### config.mk
export PLATFORM = sky130hd
export DESIGN_NAME = fetch_unit
export DESIGN_NICKNAME = d
export VERILOG_FILES = /design/src/rtl/fetch_unit.sv
export SDC_FILE = /design/constraint.sdc
export NUM_CORES = 1
export LEC_CHECK = 0
export CORE_MARGIN = 4
export CORE_UTILIZATION = 50
export CTS_CLUSTER_SIZE = 14
export DETAILED_ROUTE_END_ITERATION = 16
export PLACE_DENSITY = 0.79
export SYNTH_ARGS = -nofsm -noshare
export SYNTH_HDL_FRONTEND = slang
export SYNTH_SLANG_ARGS = --single-unit
### constraint.sdc
create_clock -name clk -period 3.2 [get_ports clk]
set_input_delay 0.32 -clock clk [delete_from_list [all_inputs] [get_ports clk]]
set_output_delay 0.32 -clock clk [all_outputs]
set_load 0.02 [all_outputs]
### src/rtl/fetch_unit.sv
// Instruction fetch front end: issues word-aligned imem reads under a credit limit,
// tags in-order responses with their PC and queues them for decode.
module fetch_unit #(
  parameter int          DEPTH    = 4,
  parameter logic [31:0] RESET_PC = 32'h0000_0000
) (
  input  logic        clk,
  input  logic        rst,
  output logic        imem_req,
  output logic [31:0] imem_addr,
  input  logic        imem_gnt,
  input  logic        imem_rsp_valid,
  input  logic [31:0] imem_rsp_data,
  input  logic        redirect_valid,
  input  logic [31:0] redirect_pc,
  output logic        out_valid,
  input  logic        out_ready,
  output logic [31:0] out_instr,
  output logic [31:0] out_pc
);

  localparam int PW = $clog2(DEPTH);
  localparam int CW = $clog2(DEPTH + 1);
  localparam logic [CW:0] DEPTH_W = (CW + 1)'(DEPTH);

  typedef struct packed {
    logic [31:0] pc;
    logic [31:0] instr;
  } entry_t;

  entry_t          mem [DEPTH];
  logic [PW-1:0]   wr_ptr;
  logic [PW-1:0]   rd_ptr;
  logic [CW-1:0]   count;
  logic [CW-1:0]   inflight;
  logic [CW-1:0]   drop;
  logic [31:0]     fetch_pc;
  logic [31:0]     rsp_pc;

  logic [CW:0]     credit_used;
  logic            req_fire;
  logic            rsp_ok;
  logic            push;
  logic            pop;
  logic [31:0]     redirect_aligned;
  logic            unused_redirect_lsb;

  assign redirect_aligned    = {redirect_pc[31:2], 2'b00};
  assign unused_redirect_lsb = ^redirect_pc[1:0];

  // Credits cover both queued words and words still in flight, so a live
  // response can never arrive at a full FIFO.
  assign credit_used = {1'b0, count} + {1'b0, inflight};
  assign imem_req    = !rst && !redirect_valid && (credit_used < DEPTH_W);
  assign imem_addr   = fetch_pc;
  assign req_fire    = imem_req && imem_gnt;

  // A response with nothing outstanding is a protocol violation and is ignored.
  assign rsp_ok = imem_rsp_valid && (inflight != '0);
  assign push   = rsp_ok && (drop == '0) && !redirect_valid;
  assign pop    = out_valid && out_ready && !redirect_valid;

  assign out_valid = (count != '0);
  assign out_instr = out_valid ? mem[rd_ptr].instr : '0;
  assign out_pc    = out_valid ? mem[rd_ptr].pc    : '0;

  // NOTE: sequential state uses non-blocking assignments so every register
  // samples the pre-edge values, independent of statement order.
  always_ff @(posedge clk) begin
    if (rst) begin
      fetch_pc <= RESET_PC;
      rsp_pc   <= RESET_PC;
      count    <= '0;
      inflight <= '0;
      drop     <= '0;
      wr_ptr   <= '0;
      rd_ptr   <= '0;
    end else if (redirect_valid) begin
      // Everything still outstanding becomes stale; a response landing now is one of them.
      fetch_pc <= redirect_aligned;
      rsp_pc   <= redirect_aligned;
      count    <= '0;
      wr_ptr   <= '0;
      rd_ptr   <= '0;
      inflight <= inflight - CW'(rsp_ok);
      drop     <= inflight - CW'(rsp_ok);
    end else begin
      if (req_fire) fetch_pc <= fetch_pc + 32'd4;
      inflight <= inflight + CW'(req_fire) - CW'(rsp_ok);
      if (rsp_ok && (drop != '0)) drop <= drop - 1'b1;
      if (push) begin
        wr_ptr <= wr_ptr + 1'b1;
        rsp_pc <= rsp_pc + 32'd4;
      end
      if (pop) rd_ptr <= rd_ptr + 1'b1;
      count <= count + CW'(push) - CW'(pop);
    end
  end

  // NOTE: the storage array has no reset; validity is tracked by count alone,
  // and the head is masked to zero whenever the FIFO is empty.
  always_ff @(posedge clk) begin
    if (push) mem[wr_ptr] <= '{pc: rsp_pc, instr: imem_rsp_data};
  end

endmodule

==> metrics <==
status complete, no violations; area share of the leading cell type in the synthesized netlist between 50% and 60%; Top Ports 168; CORE AREA 26880 um^2; EDFF count, synth 248; via count approximately 8400; Max-Cap Viols 0; Synth Instances 917; Synth area leader edfxtp_1; delay of the slowest critical-path stage 600 ps; worst setup margin roughly 220 ps; proportion of layout cells with a drive suffix above 1 13.85%; Starting Density 50.72%; # nets final 1176; worst reg2reg path depth 12; met3 Use GR around 3.3%; Final Max Slew Viols 0; clk_lat worst skew 540 ps; largest fanout on the critical path 22; final setup fails 0; #FFs+latches synth 323; vias in the first global route 8360; Num CTS Buffers 31; number of port buffers 161; n_diodes 0; CP Launch Type flop; global route overflow 0; first-pass GRT wire length 46.21 mm; Tcrit/Tclk final between 90 and 100%; reg2reg start inflight[2]; Hold WC Path Type in2reg; pwr dens 573.4 nW/um^2; total track usage 19.03%; yosys warns 0; DR pass1 iterations 5; pin count of the biggest net entering global routing 64; Synth area leaders edfxtp_1, dfxtp_1, mux4_2, nor2b_1, xnor2_1; DR WL/cell 20.20 um; clock buffer depth 3; met2 layer usage reported by global route about 31%; slowest cell on the critical path clkdlybuf4s50_1; post-cts sizing count 0; die footprint 29970 um^2; kind of end point of the critical path primary output; top cells by count, synth edfxtp_1, dfxtp_1, nor2b_1, mux4_2, nand2_1; critical path capture point out_pc[24]; Area Overhead vs Synth 22.84%; Syn Area/Cell 14.87 um^2; # fillers 1945; clk root buf clkbuf_16; sequential fraction of the synthesis area 65.64%; fin util 62.30%; Highest Clock Rate 0.3354 GHz; Worst Path Arrival between 2000 and 3000 ps; Worst R2R Setup Slack between 300 and 400 ps; Worst-path clk slew 60 ps; setup TNS 0 ps; number of clock sinks 323; die width 173.1 um; Worst VDD drop 0.3945 mV; min Tclk post-route 2981 ps; LEAKAGE 5.349 nW; RSZ-0062 raised after global routing no; mapped cell area 13630 um^2; FP Rows 60; crit-path cells buf_12 -> mux4_2 -> nor2b_1 -> clkdlybuf4s50_1; Least-Margin Pin Slew 937.1 ps; Vias per Instance 5.774; Final HPWL DP 18.75 mm; Setup Crit Path Kind reg2out; Max Clock Skew roughly 16 ps; Hold Vio Cnt, Final 0; asr flop ratio synth 0%; CTS tree yes; Critical Path RT 2880 ps; Main synth FF type edfxtp_1; Routability Congestion just under 0.9; final WL 29.35 mm; DRC viols 0; post-CTS setup buffer count 0; r2r endpoint inflight[2]; Netlist cell types 56; die height approximately 170 um; Fin Hold WS 393.1 ps; GR peak layer met2; antenna violations before repair 1; hold_buf cts 0; global-route track usage on met1 a little over a quarter; Placement Setup Slack ~280 ps; most common cell in the netlist edfxtp_1; Starting DRT DRC Count 823; Final ANT Viol Nets 0; Slew headroom between 30% and 40%; # H-tree levels 1
## worst max-delay path, delay by kind of cell (launching register included)
kind,cells,cell delay [ps]
flops,1,520
buf+inv,2,850
mux,1,550
simple gates,1,170
## per-layer routing
metal / wire length [um] / vias to the layer above
li1: - / 3840
met1: 12550 / 4109
met2: 14040 / 400
met4: 399 / 2
met3: 2342 / 39
met5: 13 / -
## cells in the final DEF, fill, tap and decap left out, types with 8 or more instances in the layout
master	count
or3_1	8
buf_12	9
nand2_1	49
nand3_1	28
nand4_1	16
dfxtp_1	73
nor2_1	38
a21boi_0	11
ha_1	16
nor3_1	13
xor2_1	10
xnor2_1	32
nor2b_1	63
inv_1	27
o21a_1	9
nor4_1	11
mux4_2	62
a21oi_1	33
and4_1	8
a31oi_1	11
clkdlybuf4s50_1	161
a211oi_1	11
o21ai_0	29
edfxtp_1	248
buf_4	13
clkbuf_1	9
clkbuf_16	32
## power by group
group / switching (W) / internal (W)
sequential: 0.000165 / 0.00475
clock: 0.00145 / 0.00203
combinational: 0.000641 / 0.000577
## state kept, by name, summed over array words and instances, names as in the netlist, named ones only
name	cells
rd_ptr	2
wr_ptr	2
imem_addr	30
drop	3
inflight	3
count	3
mem	248
rsp_pc	30
## cell type report
class / instances / area (um^2) / area share [%]
sequential: 323 / 8954 / 53.47
multi-input combinational: 522 / 4387 / 26.20
timing repair buffer: 183 / 1889 / 11.28
clock buffer: 46 / 903.4 / 5.395
tap: 341 / 426.7 / 2.548
inverter: 27 / 101.3 / 0.6052
clock inverter: 11 / 83.83 / 0.5006
## worst min path at each step
stage / from / endpoint / cells after the start / slack (ps)
after global routing: redirect_pc[6] / rsp_pc[6] / 3 / 400
after floorplan: imem_rsp_data[0] / mem[0][0] / 0 / 420
after CTS: redirect_pc[8] / rsp_pc[8] / 3 / 370
final: redirect_pc[8] / rsp_pc[8] / 3 / 390
after global placement: imem_addr[31] / imem_addr[31] / 2 / 490
after detailed placement: imem_addr[31] / imem_addr[31] / 2 / 510
## kinds of logic after synthesis
kind of cell	Yosys count	synth area share [%]
flops	323	65.64
simple gates	270	11.35
compound gates	121	5.544
buf+inv	75	2.331
mux	67	10.64
xor+xnor	42	2.698
fa+ha+maj	18	1.762
other cells	1	0.02751
## through the flow
step                      instances  total power, W  instance area, um^2
after detailed placement       1396        0.006212                15760
after global routing           1453         0.01002                16740
final                          1453        0.009601                16740
after floorplan                 920        0.005698                13640
after CTS                      1453        0.009689                16740
after global placement         1396        0.006170                15760
Note: power is estimated with default switching activity, not from simulation.
